## src/rtl/multi_debouncer.sv

```systemverilog
// ---------------------------------------------------------------------------
// multi_debouncer
//
// Purpose:
//    CH independent switch debouncers. Each channel accepts a new level only
//    after its input has held that level for STABLE_CNT enabled cycles. A
//    bounce back to the accepted level abandons the qualification, and the
//    next attempt starts again from zero. The en strobe gates the counting
//    only; aborts happen whether or not en is high.
//
// Ports:
//    clk          in   1    clock; all state changes on the rising edge
//    rst          in   1    asynchronous reset, active low
//    en           in   1    count strobe; counters advance only when high
//    noisy_in     in   CH   raw switch levels, one bit per channel
//    debounce_out out  CH   accepted stable level per channel
//    rise_pulse   out  CH   one-cycle pulse when debounce_out goes 0->1
//    fall_pulse   out  CH   one-cycle pulse when debounce_out goes 1->0
//    busy         out  1    some channel is qualifying a level change
//
// Parameters:
//    CH           number of channels (1..32)
//    CNT_W        width of each channel's stability counter
//    STABLE_CNT   qualifying cycles needed (1..2^CNT_W-1)
//
// Build option:
//    DEBOUNCE_SYNC_EN  when defined, each noisy_in bit passes through a
//                      2-flop synchronizer (reset to 0) before the FSM. Every
//                      latency grows by 2 cycles. When undefined, the FSM
//                      samples noisy_in directly, so the caller must supply
//                      inputs that are already synchronous to clk.
// ---------------------------------------------------------------------------
module multi_debouncer #(
   parameter int CH         = 4,
   parameter int CNT_W      = 16,
   parameter int STABLE_CNT = 1000
) (
   input  logic          clk,
   input  logic          rst,
   input  logic          en,
   input  logic [CH-1:0] noisy_in,
   output logic [CH-1:0] debounce_out,
   output logic [CH-1:0] rise_pulse,
   output logic [CH-1:0] fall_pulse,
   output logic          busy
);

   // The top bit of the encoding is the accepted level, and the low bit is
   // the in-qualification flag.
   typedef enum logic [1:0] {
      LOW     = 2'b00,
      WAIT_HI = 2'b01,
      HIGH    = 2'b10,
      WAIT_LO = 2'b11
   } state_t;

   // When this count is reached on an enabled cycle, qualification completes.
   // Qualification stops there, so the counter never wraps.
   localparam logic [CNT_W-1:0] LAST_CNT = CNT_W'(STABLE_CNT - 1);

   logic [CH-1:0] s_in;
   logic [CH-1:0] wait_vec;

`ifdef DEBOUNCE_SYNC_EN
   logic [CH-1:0] sync1_reg;
   logic [CH-1:0] sync2_reg;

   always_ff @(posedge clk or negedge rst) begin
      if (!rst) begin
         sync1_reg <= '0;
         sync2_reg <= '0;
      end else begin
         sync1_reg <= noisy_in;
         sync2_reg <= sync1_reg;
      end
   end

   assign s_in = sync2_reg;
`else
   assign s_in = noisy_in;
`endif

   genvar gi;
   generate
      for (gi = 0; gi < CH; gi++) begin : g_ch
         state_t           state_reg, state_next;
         logic [CNT_W-1:0] cnt_reg, cnt_next;
         logic             rise_reg, rise_next;
         logic             fall_reg, fall_next;

         always_comb begin
            state_next = state_reg;
            cnt_next   = cnt_reg;
            rise_next  = 1'b0;
            fall_next  = 1'b0;
            case (state_reg)
               LOW: begin
                  if (s_in[gi]) begin
                     state_next = WAIT_HI;
                     cnt_next   = '0;
                  end
               end
               WAIT_HI: begin
                  if (!s_in[gi]) begin
                     state_next = LOW;
                     cnt_next   = '0;
                  end else if (en) begin
                     if (cnt_reg == LAST_CNT) begin
                        state_next = HIGH;
                        cnt_next   = '0;
                        rise_next  = 1'b1;
                     end else begin
                        cnt_next = cnt_reg + CNT_W'(1);
                     end
                  end
               end
               HIGH: begin
                  if (!s_in[gi]) begin
                     state_next = WAIT_LO;
                     cnt_next   = '0;
                  end
               end
               WAIT_LO: begin
                  if (s_in[gi]) begin
                     state_next = HIGH;
                     cnt_next   = '0;
                  end else if (en) begin
                     if (cnt_reg == LAST_CNT) begin
                        state_next = LOW;
                        cnt_next   = '0;
                        fall_next  = 1'b1;
                     end else begin
                        cnt_next = cnt_reg + CNT_W'(1);
                     end
                  end
               end
               default: begin
                  state_next = LOW;
                  cnt_next   = '0;
               end
            endcase
         end

         always_ff @(posedge clk or negedge rst) begin
            if (!rst) begin
               state_reg <= LOW;
               cnt_reg   <= '0;
               rise_reg  <= 1'b0;
               fall_reg  <= 1'b0;
            end else begin
               state_reg <= state_next;
               cnt_reg   <= cnt_next;
               rise_reg  <= rise_next;
               fall_reg  <= fall_next;
            end
         end

         // The pulse register loads on the same edge as the state change.
         // The pulse therefore appears in the first cycle that shows the new
         // level.
         assign debounce_out[gi] = (state_reg == HIGH) || (state_reg == WAIT_LO);
         assign wait_vec[gi]     = (state_reg == WAIT_HI) || (state_reg == WAIT_LO);
         assign rise_pulse[gi]   = rise_reg;
         assign fall_pulse[gi]   = fall_reg;
      end
   endgenerate

   assign busy = |wait_vec;

endmodule

```

## config.mk

```make
export PLATFORM = sky130hd
export DESIGN_NAME = multi_debouncer
export DESIGN_NICKNAME = d
export VERILOG_FILES = /design/src/rtl/multi_debouncer.sv
export SDC_FILE = /design/constraint.sdc
export NUM_CORES = 1
export LEC_CHECK = 0
export BUFFER_PORTS_ARGS = -buffer_cell sky130_fd_sc_hd__clkbuf_2
export CAP_MARGIN = 30
export CORE_MARGIN = 10
export CORE_UTILIZATION = 55
export DETAILED_ROUTE_END_ITERATION = 7
export GPL_TIMING_DRIVEN = 0
export PLACE_DENSITY = 0.82
export SLEW_MARGIN = 40
export SYNTH_ARGS = -nofsm -noshare
export SYNTH_HDL_FRONTEND = slang
export SYNTH_SLANG_ARGS = --single-unit
```

## constraint.sdc

```tcl
create_clock -name clk -period 2.5 [get_ports clk]
set_clock_uncertainty 0.2 [all_clocks]
set_input_delay 0.375 -clock clk [delete_from_list [all_inputs] [get_ports clk]]
set_output_delay 0.375 -clock clk [all_outputs]
set_load 0.01 [all_outputs]
```

==> metrics.md, run 1 <==
| Metric | Value |
|---|---|
| Status | `completed` |
| Most common cell in the synthesized netlist | `dfrtp_1` |
| Worst slew margin | `57.12%` |
| RePlAce Congestion | `0.8721` |
| DR pass1 iterations | `5` |
| Critical path arrival | `2.40 ns` |
| Starting Density | `56.53%` |
| CTS Sinks | `80` |
| Hold Crit Class | `input port to register` |
| Yosys reg bits | `80` |
| Final Hold Vio Count | `0` |
| Post-Route Utilization | `62.45%` |
| Crit-path max FO | `10` |
| DR iter-0 viols | `215` |
| EDFF count, synth | `0` |
| Root buffer cell | `clkbuf_8` |
| Post-route DRC | `0` |
| Core box area | `7727 um2` |
| Total die area | `11910 um2` |
| Die height | `109.1 um` |
| Max FFs per register | `64` |
| Yosys Warn Count | `0` |
| Yosys top cell by area | `dfrtp_1` |
| Area delta synth->final | `10.48%` |
| Final Instance Area | `4826 um2` |
| Clock tree buffer depth | `2` |
| H-tree Lvls | `3` |
| Final Instance Count excl. Fillers | `618` |
| Fillers | `643` |
| Syn Inst Count | `480` |
| Area of the mapped netlist | `4368 um2` |
| IO Count | `20` |
| Placed Instance Area | `4622 um2` |
| Crit path kind | `register to register` |
| Peak supply drop | `0.2830 mV` |
| Initial antenna violation count | `0` |
| Vias | `3840` |
| RSZ-0062 raised after global routing | `false` |
| Tot GR Track Use | `17.09%` |
| Rows | `32` |
| Clock slew at reported path FFs | `0.07 ns` |
| Seq/Total Area, Yosys | `45.83%` |
| Detail Route Antenna Nets | `0` |
| Fin crit share | `95.09%` |
| Top-area cell type share of the netlist area | `45.83%` |
| Post-Route WL | `9.765 mm` |
| Commonest cells in the netlist | `dfrtp_1, nand2_1, a31oi_1, o21ai_0, a21oi_1` |
| Req. time, crit path | `2.52 ns` |
| Crit end category | `register` |
| # nets final | `524` |
| Dpl hpwl | `6.789 mm` |
| Cell variety after synth | `56` |
| Startpoint Class | `register` |
| Placed cells | `601` |
| Total of max-cap violations | `0` |
| Pin count of the biggest net entering global routing | `56` |
| CTS Buf Count | `9` |
| Final min period | `2.377 ns` |
| Commonest register cell after synthesis | `dfrtp_1` |
| Syn avg cell area | `9.100 um2` |
| Ys async rst share | `100.0%` |
| Vias in the first global route | `3592` |
| # port buffers | `18` |
| Share of cells above drive strength 1 | `13.18%` |
| Vias per std cell | `6.214` |
| Max-slew violations | `0` |
| ANT cells | `0` |
| GRT overflow | `0` |
| CTS tree | `built` |
| Pwr dens | `632.8 nW/um2` |
| Clk_lat worst skew | `0.35 ns` |
| Die X | `109.1 um` |
| Leakage power | `2.057 nW` |
| Syn Nets | `491` |
| Setup violators final | `0` |
| Top cells by area, synth | `dfrtp_1, a31oi_1, nand2_1` |
| F_max | `420.7 MHz` |
| Slew @ Worst Pin | `0.6408 ns` |
| First-pass GRT wire length | `16.77 mm` |
| Detailed-route wire length per cell | `15.80 um` |
## per-stage QoR
step | TNS, ns | total power, mW | hold slack [ns] | setup slack [ns]
4_1_cts | 0 | 3.067 | 0.02914 | 0.06847
3_5_place_dp | -0.04144 | 2.261 | 0.07380 | -0.03977
2_1_floorplan | 0 | 2.021 | -0.1206 | 0.2921
5_1_grt | 0 | 3.237 | 0.03707 | 0.01739
6_report | 0 | 3.054 | 0.03342 | 0.1229
3_3_place_gp | 0 | 2.212 | 0.2644 | 0.07461
## critical path, stage by stage, from the launching register on
cell and delay, ns:
dfrtp_1 0.42, or4_1 0.60, nor4_4 0.23, buf_4 0.19, nor2_2 0.06, buf_6 0.16, buf_6 0.14, a22oi_2 0.16
o31ai_1 0.11
## cell type report
class                      count  area (um2)  area share (%)
inverter                       9       33.78          0.7000
tap                          102       127.6           2.645
multi-input combinational    358        2177           45.11
sequential                    80        2002           41.48
clock buffer                  13       148.9           3.085
timing repair buffer          23       158.9           3.293
buffer                        32       172.7           3.578
clock inverter                 1       5.005          0.1037
## final timing paths
kind / start / end / slack, ns / cells after the start
max: g_ch[0].cnt_reg[10] / g_ch[0].cnt_reg[8] / 0.12 / 8
min: noisy_in[3] / g_ch[3].fall_reg / 0.03 / 2
max reg2reg: g_ch[0].cnt_reg[10] / g_ch[0].cnt_reg[8] / 0.12 / 8
min reg2reg: g_ch[1].cnt_reg[9] / g_ch[1].cnt_reg[9] / 0.31 / 1
max in group asynchronous: rst / g_ch[3].cnt_reg[3] / 1.28 / 3
min in group asynchronous: rst / g_ch[2].cnt_reg[9] / 0.27 / 2
## power by group
part | leakage [nW] | total [mW] | internal (mW) | switching (mW)
Sequential | 1.10 | 1.44 | 1.36 | 0.0833
Combinational | 0.877 | 0.807 | 0.297 | 0.510
Clock | 0.0794 | 0.808 | 0.377 | 0.431
Total | 2.06 | 3.05 | 2.03 | 1.02
## metal layers
layer,vias up,track usage [%],share of wire (%)
met5,-,0,0
met4,0,6.309,1.8
met3,17,3.363,5.3
met2,99,27.34,48
met1,1882,22.46,45
li1,1842,-,-
## layout by cell type, fill, tap and decap left out, types with 3 or more instances in the layout
master,synthesis,layout
and2_1,7,7
nand3_1,27,26
dfrtp_1,80,80
o31a_1,3,3
o21ai_0,36,36
nor3b_1,8,8
ha_1,4,3
nor4_1,5,5
clkbuf_1,18,19
xor2_1,7,7
buf_2,5,5
clkbuf_8,0,11
and3_1,9,9
a21oi_1,31,31
nor3_1,9,8
a211oi_1,3,3
nor2_1,26,26
and4_1,8,8
or2_2,4,4
a41oi_1,5,5
nand2b_1,5,5
nand4_1,14,14
buf_4,8,11
o31ai_1,3,3
inv_1,9,9
mux2i_1,4,4
clkbuf_2,0,18
or4_1,3,3
a32o_1,3,3
a31oi_1,36,36
nand2_1,57,57
a21o_1,5,5
or3_1,7,7
## kinds of logic after synthesis
kind of cell	share of synthesized area (%)
and+or+nand+nor	25.12
AOI/OAI and AO/OA	19.48
DFF	45.83
buffers and inverters	4.783
xor gates and xnor gates	1.604
muxes	2.034
adders and majority gates	1.146
## timing repair
item,4_1_cts,5_1_grt
buffers inserted,3,0
pin swaps,1,0
endpoints found under the setup margin,2,17
resized for setup,0,5
hold buffers,1,0
hold endpoints to repair,25,0
No activity file was read; power rests on OpenSTA's default activity.
==> run 2, diff against run 1 <==
--- a/config.mk
+++ b/config.mk
@@ -8,10 +8,10 @@
 export BUFFER_PORTS_ARGS = -buffer_cell sky130_fd_sc_hd__clkbuf_2
 export CAP_MARGIN = 30
 export CORE_MARGIN = 10
-export CORE_UTILIZATION = 55
+export CORE_UTILIZATION = 50
 export DETAILED_ROUTE_END_ITERATION = 7
 export GPL_TIMING_DRIVEN = 0
-export PLACE_DENSITY = 0.82
+export PLACE_DENSITY = 0.72
 export SLEW_MARGIN = 40
 export SYNTH_ARGS = -nofsm -noshare
 export SYNTH_HDL_FRONTEND = slang
==> run 2 against run 1 <==
  * Final cell count is 1.3% higher
  * Fmax shrank 0.67%
  * Largest power group unchanged
  * Core utilization decreased by 5.0 points
  * Critical path depth down 2
  * Global-route usage is 2.1 points lower
  * Via count down 1.2%
  * Combinational power down 0.6%
  * Sequential cell count unchanged
  * Sequential power about the same
  * Largest cell class unchanged
==> metrics.md, run 2 (same netlist as run 1, synthesis figures left out) <==
| Metric | Value |
|---|---|
| Status | `completed (unchanged)` |
| Detailed-route wire length per cell | `15.42 um (was 15.80 um)` |
| First-pass GRT wire length | `16.48 mm (was 16.77 mm)` |
| Vias | `3793 (was 3840)` |
| Dpl hpwl | `6.682 mm (was 6.789 mm)` |
| GRT overflow | `0 (unchanged)` |
| IO Count | `20 (unchanged)` |
| Top layer in use | `met4 (unchanged)` |
| # nets final | `524 (unchanged)` |
| Most common cell after layout, fill and taps aside | `dfrtp_1 (unchanged)` |
| Vias per std cell | `6.059 (was 6.214)` |
| TNS Setup | `0 ns (unchanged)` |
| Rows | `34 (was 32)` |
| H-tree Lvls | `3 (unchanged)` |
| Pwr dens | `708.5 nW/um2 (was 632.8 nW/um2)` |
| Die X | `113.5 um (was 109.1 um)` |
| Final Instance Count excl. Fillers | `626 (was 618)` |
| Fin crit share | `95.73% (was 95.09%)` |
| Tot GR Track Use | `14.96% (was 17.09%)` |
| Total of max-cap violations | `0 (unchanged)` |
| Post-Route WL | `9.656 mm (was 9.765 mm)` |
| RSZ-0062 raised after global routing | `false (unchanged)` |
| Pin count of the biggest net entering global routing | `45 (was 56)` |
| DR pass1 iterations | `5 (unchanged)` |
| Leakage power | `2.111 nW (was 2.057 nW)` |
| Crit path kind | `register to register (unchanged)` |
| Crit-path max FO | `10 (unchanged)` |
| ANT cells | `0 (unchanged)` |
| Starting Density | `50.83% (was 56.53%)` |
| Setup violators final | `0 (unchanged)` |
| Req. time, crit path | `2.54 ns (was 2.52 ns)` |
| Final min period | `2.393 ns (was 2.377 ns)` |
| Final Hold Vio Count | `0 (unchanged)` |
| DR iter-0 viols | `241 (was 215)` |
| Vias in the first global route | `3555 (was 3592)` |
| CTS Buf Count | `9 (unchanged)` |
| Clock slew at reported path FFs | `0.08 ns (was 0.07 ns)` |
| CTS Sinks | `80 (unchanged)` |
| Share of cells above drive strength 1 | `13.51% (was 13.18%)` |
| Wire length on met3 | `376 um (was 522 um)` |
| M1 WL | `4.581 mm (was 4.381 mm)` |
| Most frequent cells in the layout | `dfrtp_1, nand2_1, o21ai_0, a31oi_1, a21oi_1 (unchanged)` |
| Peak supply drop | `0.4127 mV (was 0.2830 mV)` |
| Startpoint Class | `register (unchanged)` |
| Crit end category | `register (unchanged)` |
| Hold Crit Class | `input port to register (unchanged)` |
| Post-route DRC | `0 (unchanged)` |
| Max FFs per register | `64 (unchanged)` |
| # port buffers | `18 (unchanged)` |
| Core box area | `8593 um2 (was 7727 um2)` |
| Met2 Wirelength | `4.590 mm (was 4.685 mm)` |
| Total die area | `12870 um2 (was 11910 um2)` |
| Area delta synth->final | `13.12% (was 10.48%)` |
| Clk_lat worst skew | `0.35 ns (about the same)` |
| Critical path arrival | `2.43 ns (was 2.40 ns)` |
| CTS tree | `built (unchanged)` |
| Clock tree buffer depth | `2 (unchanged)` |
| Placed cells | `607 (was 601)` |
| F_max | `417.9 MHz (was 420.7 MHz)` |
| Root buffer cell | `clkbuf_8 (unchanged)` |
| Worst slew margin | `43.15% (was 57.12%)` |
| Detail Route Antenna Nets | `0 (unchanged)` |
| Slew @ Worst Pin | `0.8462 ns (was 0.6408 ns)` |
| Initial antenna violation count | `0 (unchanged)` |
| Die height | `113.5 um (was 109.1 um)` |
| Max-slew violations | `0 (unchanged)` |
| RePlAce Congestion | `0.8509 (was 0.8721)` |
[run 2: cell count changes in the layout (fill, tap and decap cells not counted), sizes merged]
cell,before,now
bufinv,0,4
clkbuf,48,46
clkinv,1,0
clkinvlp,0,1
[run 2: per-layer routing]
metal	vias up	track usage [%]
li1	1843	-
met1	1865	19.29
met2	75	23.98
met3	10	3.465
met4	0	5.330
met5	-	0
[run 2: stage by stage]
stage,instance area (um2),hold slack [ns],total power [mW],util [%],setup WS [ns]
after detailed placement,4629,0.1116,2.256,53.87,0.02876
after global routing,4941,0.01002,3.690,57.50,0.0006233
after global placement,4593,0.2677,2.225,53.45,0.04795
after CTS,4908,0.01251,3.524,57.12,0.01374
after floorplan,4368,-0.1206,2.021,-,0.2921
final,4941,0.03183,3.501,57.50,0.1069
[run 2: layout make-up]
class | instances | area [um2]
flip-flops and latches | 80 | 2002
plain buffers | 32 | 172.7
repair buffers | 23 | 158.9
clock inverters | 5 | 127.6
clock buffers | 11 | 141.4
inverters | 9 | 33.78
fillers | 770 | 3652
well taps | 108 | 135.1
multi-input cells | 358 | 2170
[run 2: worst max-delay path, cell delays in order, from the launching register on]
cell     delay [ns]
dfrtp_1        0.43
or4b_1         0.58
nor4_4         0.38
a21oi_2        0.19
buf_2          0.24
a21oi_1        0.17
a21oi_1        0.09
[run 2: repair_timing]
action                                  in CTS  in global routing
endpoints found under the setup margin       0                 26
endpoints found under the hold margin       36                  0
hold buffers                                 1                  0
gates resized for setup                      0                  4
setup buffers                                0                  3
[run 2: worst paths after layout]
path                       slack (ns)  depth (start not counted)              endpoint                from
min in group asynchronous        0.29                          2    g_ch[2].cnt_reg[8]                 rst
setup reg to reg                 0.11                          6    g_ch[2].cnt_reg[8]  g_ch[2].cnt_reg[4]
setup / recovery                 0.11                          6    g_ch[2].cnt_reg[8]  g_ch[2].cnt_reg[4]
hold reg to reg                  0.28                          1    g_ch[1].cnt_reg[9]  g_ch[1].cnt_reg[9]
max in group asynchronous        1.30                          3  g_ch[1].state_reg[0]                 rst
hold / removal                   0.03                          2      g_ch[2].fall_reg         noisy_in[2]
[run 2: where the power goes]
group          internal (mW)  total [mW]  switching [mW]
logic                  0.296       0.802           0.506
clock network          0.792        1.26           0.470
registers               1.35        1.44          0.0822
total                   2.44        3.50            1.06
